### config.mk
export PLATFORM = sky130hd
export DESIGN_NAME = uart_rx
export DESIGN_NICKNAME = d
export VERILOG_FILES = /design/src/rtl/uart_pkg.sv /design/src/rtl/uart_rx_sync.sv /design/src/rtl/uart_rx.sv
export SDC_FILE = /design/constraint.sdc
export NUM_CORES = 1
export LEC_CHECK = 0
export ABC_CLOCK_PERIOD_IN_PS = 2500
export CAP_MARGIN = 5
export CORE_MARGIN = 1
export CORE_UTILIZATION = 45
export DETAILED_ROUTE_END_ITERATION = 16
export MAX_ROUTING_LAYER = met4
export PLACE_DENSITY_LB_ADDON = 0.05
export SETUP_SLACK_MARGIN = 0.1
export SYNTH_ARGS = -nofsm -noshare
export SYNTH_HDL_FRONTEND = slang
export SYNTH_HIERARCHICAL = 1
export SYNTH_SLANG_ARGS = --single-unit
export TNS_END_PERCENT = 1
### constraint.sdc
create_clock -name clk -period 2.5 [get_ports clk]
set_input_delay 0.375 -clock clk [delete_from_list [all_inputs] [get_ports clk]]
set_output_delay 0.375 -clock clk [all_outputs]
set_load 0.03 [all_outputs]
### src/rtl/uart_pkg.sv
// Shared UART types and helpers: receiver FSM states, frame width, baud divisor.
package uart_pkg;

  localparam int FRAME_DATA_BITS = 8;

  typedef enum logic [2:0] {
    IDLE,
    START,
    DATA,
    STOP,
    BREAK
  } rx_states;

  // Bit period in clk cycles; truncating division matches the transmitter's divisor.
  function automatic int unsigned baud_scale(input int unsigned clk_mhz,
                                             input int unsigned boadrate);
    return (clk_mhz * 32'd1000 * 32'd1000) / boadrate;
  endfunction

endpackage

### src/rtl/uart_rx_sync.sv
// N-flop synchronizer for an idle-high asynchronous input; latency N cycles.
// Flops reset to 1 so a held reset looks like an idle line, never a start bit.
module uart_rx_sync #(
  parameter int N = 2
) (
  input  logic clk,
  input  logic arstn,
  input  logic d,
  output logic q
);

  logic [N-1:0] sync_q;
  logic [N-1:0] sync_d;

  always_comb begin
    sync_d = {sync_q[N-2:0], d};
  end

  always_ff @(posedge clk or negedge arstn) begin
    if (!arstn) begin
      sync_q <= '1;
    end else begin
      sync_q <= sync_d;
    end
  end

  assign q = sync_q[N-1];

endmodule

### src/rtl/uart_rx.sv
// 8N1 UART receiver with valid/ready byte output; UART_RX_MAJORITY_EN selects 2-of-3 data/stop sampling.
// Byte appears 2 cycles after the stop-bit sample; a byte arriving while one is still held is dropped with an overrun pulse.
module uart_rx
  import uart_pkg::*;
#(
  parameter int clk_mhz  = 50,
  parameter int boadrate = 9600
) (
  input  logic       clk,
  input  logic       arstn,
  input  logic       rx,
  output logic       down_valid,
  input  logic       down_ready,
  output logic [7:0] down_data,
  output logic       frame_err,
  output logic       overrun
);

  localparam int unsigned SCALE   = baud_scale(clk_mhz, boadrate);
  localparam int unsigned HALF    = SCALE / 2;
  localparam logic [31:0] SCALE_M1 = 32'(SCALE - 1);
  localparam logic [31:0] HALF_M1  = 32'(HALF - 1);
  localparam logic [2:0]  LAST_BIT = 3'(FRAME_DATA_BITS - 1);

  logic rx_s;

  uart_rx_sync #(.N(2)) u_sync (
    .clk   (clk),
    .arstn (arstn),
    .d     (rx),
    .q     (rx_s)
  );

  rx_states    state_q, state_d;
  logic [31:0] cnt_q, cnt_d;
  logic [2:0]  bit_idx_q, bit_idx_d;
  logic [7:0]  shift_q, shift_d;
  logic        deliver_q, deliver_d;
  logic        frame_err_q, frame_err_d;
  logic        overrun_q, overrun_d;
  logic        down_valid_q, down_valid_d;
  logic [7:0]  down_data_q, down_data_d;

  logic tick;
  logic samp_evt;
  logic samp_bit;

  assign tick = (cnt_q == 32'd0);

`ifdef UART_RX_MAJORITY_EN
  // Samples at cnt==1 and at the tick are held; the third is the live rx_s one cycle later.
  logic s1_q, s1_d;
  logic s0_q, s0_d;
  logic evt_q, evt_d;

  always_comb begin
    s1_d  = (cnt_q == 32'd1) ? rx_s : s1_q;
    s0_d  = tick ? rx_s : s0_q;
    evt_d = tick && ((state_q == DATA) || (state_q == STOP));
  end

  always_ff @(posedge clk or negedge arstn) begin
    if (!arstn) begin
      s1_q  <= 1'b1;
      s0_q  <= 1'b1;
      evt_q <= 1'b0;
    end else begin
      s1_q  <= s1_d;
      s0_q  <= s0_d;
      evt_q <= evt_d;
    end
  end

  assign samp_evt = evt_q;
  assign samp_bit = (s1_q & s0_q) | (s1_q & rx_s) | (s0_q & rx_s);
`else
  assign samp_evt = tick && ((state_q == DATA) || (state_q == STOP));
  assign samp_bit = rx_s;
`endif

  always_comb begin
    state_d     = state_q;
    cnt_d       = tick ? SCALE_M1 : cnt_q - 32'd1;
    bit_idx_d   = bit_idx_q;
    shift_d     = shift_q;
    deliver_d   = 1'b0;
    frame_err_d = 1'b0;
    case (state_q)
      IDLE: begin
        if (!rx_s) begin
          state_d = START;
          cnt_d   = HALF_M1;
        end
      end
      START: begin
        // A start bit that is high again at mid-period was a glitch: drop silently.
        if (tick) begin
          if (!rx_s) begin
            state_d   = DATA;
            bit_idx_d = 3'd0;
          end else begin
            state_d = IDLE;
          end
        end
      end
      DATA: begin
        if (samp_evt) begin
          shift_d   = {samp_bit, shift_q[7:1]};
          bit_idx_d = bit_idx_q + 3'd1;
          if (bit_idx_q == LAST_BIT) begin
            state_d = STOP;
          end
        end
      end
      STOP: begin
        if (samp_evt) begin
          if (samp_bit) begin
            deliver_d = 1'b1;
            state_d   = IDLE;
          end else begin
            frame_err_d = 1'b1;
            state_d     = BREAK;
          end
        end
      end
      BREAK: begin
        if (rx_s) begin
          state_d = IDLE;
        end
      end
      default: state_d = IDLE;
    endcase
  end

  always_comb begin
    down_valid_d = down_valid_q & ~down_ready;
    down_data_d  = down_data_q;
    overrun_d    = 1'b0;
    if (deliver_q) begin
      if (!down_valid_q || down_ready) begin
        down_valid_d = 1'b1;
        down_data_d  = shift_q;
      end else begin
        overrun_d = 1'b1;
      end
    end
  end

  always_ff @(posedge clk or negedge arstn) begin
    if (!arstn) begin
      state_q      <= IDLE;
      cnt_q        <= 32'd0;
      bit_idx_q    <= 3'd0;
      shift_q      <= 8'd0;
      deliver_q    <= 1'b0;
      frame_err_q  <= 1'b0;
      overrun_q    <= 1'b0;
      down_valid_q <= 1'b0;
      down_data_q  <= 8'd0;
    end else begin
      state_q      <= state_d;
      cnt_q        <= cnt_d;
      bit_idx_q    <= bit_idx_d;
      shift_q      <= shift_d;
      deliver_q    <= deliver_d;
      frame_err_q  <= frame_err_d;
      overrun_q    <= overrun_d;
      down_valid_q <= down_valid_d;
      down_data_q  <= down_data_d;
    end
  end

  assign down_valid = down_valid_q;
  assign down_data  = down_data_q;
  assign frame_err  = frame_err_q;
  assign overrun    = overrun_q;

endmodule
Yosys cells after proc, flatten, opt, wreduce, memory -nomap -nowiden
Index checks and enable logic that the tools add are counted.
Storage, ports and cells
  register bits after elaboration: 60
  latch bits: 0
  memory bits (writable): 0
  ROM bits: 0
  output and inout port bits: 11
  word-level logic and storage cells: 63
  memories: 0
Operators by class
  add/sub/neg operators: 2
  multiply operators: 0
  divide/modulo/power cells: 0
  magnitude comparators: 0
  eq/ne operators: 12
  shift-type cells: 0
  multiplexer cells: 26
  bitwise logic cells: 2
  reduce and logical (&&, ||, !) cells: 11
Operator list (number)
  $mux 32: 3
  $logic_not 32->1: 1
  $sub 32x1->32 const B: 1
  $mux 3: 10
  $pmux 3 s5: 1
  $mux 1: 10
  $ne 2x2->1 const B: 5
  $eq 3x2->1 const B: 2
  $eq 3x3->1 const B: 2
  $pmux 3 s2: 1
  $reduce_and 6->1: 1
  $ne 2x1->1 const B: 2
  $reduce_and 2->1: 2
  $reduce_and 4->1: 1
  $add 3x1->3 const B: 1
  $eq 3x1->1 const B: 1
  $logic_not 3->1: 1
  $logic_or 1x1->1: 2
  $mux 2: 1
  $reduce_bool 2->1: 1
  $and 1x1->1: 1
  $logic_and 1x1->1: 1
  $logic_not 1->1: 1
  $not 1->1: 1

Logic depth before layout (Yosys ltp)
  depth in word-level cells: 5
  depth in mapped cells: 8
  mapped depth without buffers: 7

Hierarchy
The synthesis kept the hierarchy.
Modules (own cells, without submodules)
  uart_rx: times used 1, cells an instance 247, area an instance 2677.6 sq um, seq. area each 1451.4 sq um
  uart_rx_sync: times used 1, cells an instance 2, area an instance 52.6 sq um, seq. area each 52.6 sq um

Worst setup path after synthesis
Ideal clock, no wire load.
  path kind: register -> register
  start point: register cnt_q[0]
  end point: register bit_idx_q[0]
  setup time: 125 ps
  arrival: 2300 ps
  required time: 2375 ps
  slack: 75 ps
  stages on the path, launching flop included: 8
  path buffers: 0
  clock period less this slack: 2425 ps
  path through: dfrtp_1 inv_1 ha_1 or4b_2 nor2_1 nand4_1 or3_1 mux2_2
On the way
  cells in the longest elaborated chain, start to end: 4
RTL lines
  start, declared: RTL line uart_rx.sv:35  | logic [31:0] cnt_q, cnt_d;
  start signal, assigned: RTL line uart_rx.sv:162  | cnt_q <= cnt_d;
  $logic_not 32->1 *: RTL line uart_rx.sv:48  | assign tick = (cnt_q == 32'd0);
  $logic_and 1x1->1: RTL line uart_rx.sv:77  | assign samp_evt = tick && ((state_q == DATA) || (state_q == STOP));
  $ne 2x2->1 (no source line)
  $reduce_and 4->1 (no source line) *
  end signal, assigned: RTL line uart_rx.sv:163  | bit_idx_q <= bit_idx_d;
  end, declared: RTL line uart_rx.sv:36  | logic [2:0] bit_idx_q, bit_idx_d;
Every way passes the cells marked *; elsewhere a longest branch is shown, timed or not.
A chain may end at the register's enable or synchronous reset.

Worst setup path in the final report
  start point: register cnt_q[12]
  end point: register bit_idx_q[0]
Same word-level chain as after synthesis.

==> impl_results.md <==
- Outcome: completed
- Synth Register Bits: 60
- Setup Crit Path Kind: flip-flop to flip-flop
- First-pass GRT wire length: 8760 um
- Initial antenna violation count: 0
- CP Capture Type: flip-flop
- Area of the die: 6380 um2
- Share of layout cells above drive strength 1: 0.216
- Max-cap violations: 0
- Initial DRT Pass Iterations: 4
- Unique masters post-synth: 36
- Total power per unit cell area: 593 nW/um2
- Async set-or-reset flop fraction in the synthesized netlist: 1.00
- Clk_skew: 0.00557 ns
- Period utilization: 0.914
- Fillers: ~530
- Largest net degree at the start of global routing: 33
- Tot GR Track Use: 0.189
- Cell chosen for the clock root: clkbuf_8
- Post-DRT Antenna Nets: 0
- Post-synthesis sequential area ratio: 0.551
- Wire per inst: ~14 um
- ANT cells: 0
- Syn Nets: around 260
- I/O pin count: 15
- Max clock buf depth: 2
- Vias per inst: 5.26
- Setup-failing EPs final: 0
- Die X-Extent: approximately 80 um
- Fin. max-slew vios: 0
- Max-slew headroom: 0.529
- Total Wirelength: slightly above 5000 um
- GR Util met1: 0.262
- Gpl congestion: 0.834
- Core ar.: 5890 um2
- Cell area after synthesis: 2730 um2
- Grt met3 use: 0.0549
- Initial Util: 0.464
- Clock-pin slew of the registers on the worst-case setup and hold paths: roughly 0.070 ns
- Leakage power: 1.55 nW
- Tot Pwr: 1.96 mW
- Cells after Synth: 249
- Worst VDD drop: 0.375 mV
- Main synth FF type: dfrtp_1
- FP Rows: 28
- GRT met2 Usage: 0.259
- Sink Count: 60
- Final Hold Viols: 0
- Worst-skew pair later-pin latency: 0.33 ns
- H-tree levels: 3
- Die H: 79.9 um
- Dpl hpwl: 3490 um
- Fmax: roughly 0.44 GHz
- Iter 0 DRT Violations: 100
- Post-route setup TNS: 0 ns
- Hold_ws: 0.0858 ns
- CP Max Fanout: 5
- # port buffers: 14
- Synth Warn #: 6
- Worst path required time: 2.72 ns
- RSZ-0062 raised after global routing: no
- Hold Crit Class: input port to async pin
- Gr busiest metal: met1
- Post-Syn Area per Cell: 11.0 um2
- Final nets: 293
- Grt total ovfl: 0
- Total CTS buffers: 9
- EDFF count, synth: 0
- Layout area overhead: 21.1%
- Vias: 1,924
- Residual DRC: 0
- Measured slew at the worst slew-check pin: 0.706 ns
- Vias in the first global route: 1,856
- CTS tree: yes
- Arrival @ worst endpoint: ~2.5 ns
- Post-layout min period: around 2.3 ns
- Worst setup SP type: flip-flop
==> worst paths after layout <==
check / slack (ns) / depth (start not counted) / startpoint / endpoint
worst max-delay path: 0.22 / 5 / cnt_q[12] / bit_idx_q[0]
worst min register to register: 0.36 / 0 / u_sync/sync_q[0] / u_sync/sync_q[1]
worst min-delay path: 0.09 / 1 / arstn / cnt_q[16]
min in group clk: 0.36 / 0 / u_sync/sync_q[0] / u_sync/sync_q[1]
worst max register to register: 0.22 / 5 / cnt_q[12] / bit_idx_q[0]
max in group asynchronous: 1.81 / 2 / arstn / cnt_q[25]
==> power by group <==
part           internal, mW  switching [mW]  total [mW]
clock                 0.584           0.375       0.958
sequential            0.974         0.00140       0.975
combinational       0.00756          0.0208      0.0283
==> layer usage <==
layer,wire [um],vias to the layer above
met3,139,8
met1,2730,944
met4,82,0
li1,-,952
met2,2190,20
met5,0,-
==> what timing repair did <==
item | 4_1_cts | 5_1_grt
pin swaps | 0 | 2
endpoints found under the hold margin | 0 | 0
hold buffers | 0 | 0
setup endpoints to repair | 3 | 5
setup buffers | 0 | 2
gates resized for setup | 1 | 3
==> kinds of logic (layout without fill, tap and decap cells) <==
kind of cell    count (synthesis)  in the layout  synth area share
fa+ha+maj                       3              3            0.0138
xor+xnor                       22             22            0.0706
mux                            20             20            0.0811
simple gates                  111            111             0.217
buf+inv                        12             54            0.0229
flops                          60             60             0.551
compound gates                 21             21            0.0435
==> worst max-delay path, cell delays in order (launching register included) <==
cell and delay (ns):
dfrtp_1 0.40, or4_4 0.56, nor4b_4 0.33, nand4_1 0.20, or3_4 0.42, mux2_2 0.27
==> state kept, by name, summed over array words and instances (netlist names) <==
register       cells
cnt_q             32
down_data          8
shift_q            8
bit_idx_q          3
state_q            3
u_sync/sync_q      2
deliver_q          1
down_valid         1
frame_err          1
overrun            1
==> synthesized netlist by cell type, types with 5 or more instances <==
cell	number	area share
a21oi_1	8	0.015
dfrtp_1	58	0.53
inv_1	5	0.0069
mux2_2	17	0.070
nand2_1	18	0.025
nand3_1	7	0.013
nand4_1	5	0.011
nor2_1	39	0.054
nor3_1	7	0.013
nor4_1	9	0.021
o21ai_0	9	0.016
or3_1	6	0.014
or4_1	6	0.016
xnor2_1	11	0.035
xor2_1	11	0.035
==> stage by stage <==
step	utilization	setup slack, ns	instance area (um2)	instances
floorplan	-	0.127	2730	249
CTS	0.557	0.119	3280	364
detailed placement	0.520	0.0851	3060	348
finish	0.562	0.215	3310	366
global route	0.562	0.0740	3310	366
global placement	0.520	0.166	3060	348
==> final cells by class <==
cell class | count | area (um2) | share of cell area
Sequential cell | 60 | 1500 | 0.455
Multi-Input combinational cell | 177 | 1180 | 0.358
Timing Repair Buffer | 33 | 290 | 0.0878
Clock buffer | 11 | 141 | 0.0428
Tap cell | 75 | 93.8 | 0.0284
Clock inverter | 5 | 75.1 | 0.0227
Inverter | 5 | 18.8 | 0.00568
==> cells in the final DEF (no fill, tap or decap), drive strengths merged, types with 5 or more instances in the layout <==
master         instances
dfrtp                 58
nor2                  39
buf                   20
nand2                 18
mux2                  17
clkdlybuf4s50         13
xor2                  11
xnor2                 11
clkbuf                11
o21ai                  9
nor4                   9
a21oi                  8
nand3                  8
nor3                   7
or4                    7
or3                    7
inv                    5
nand4                  5
Power figures use the tool's default switching activity.
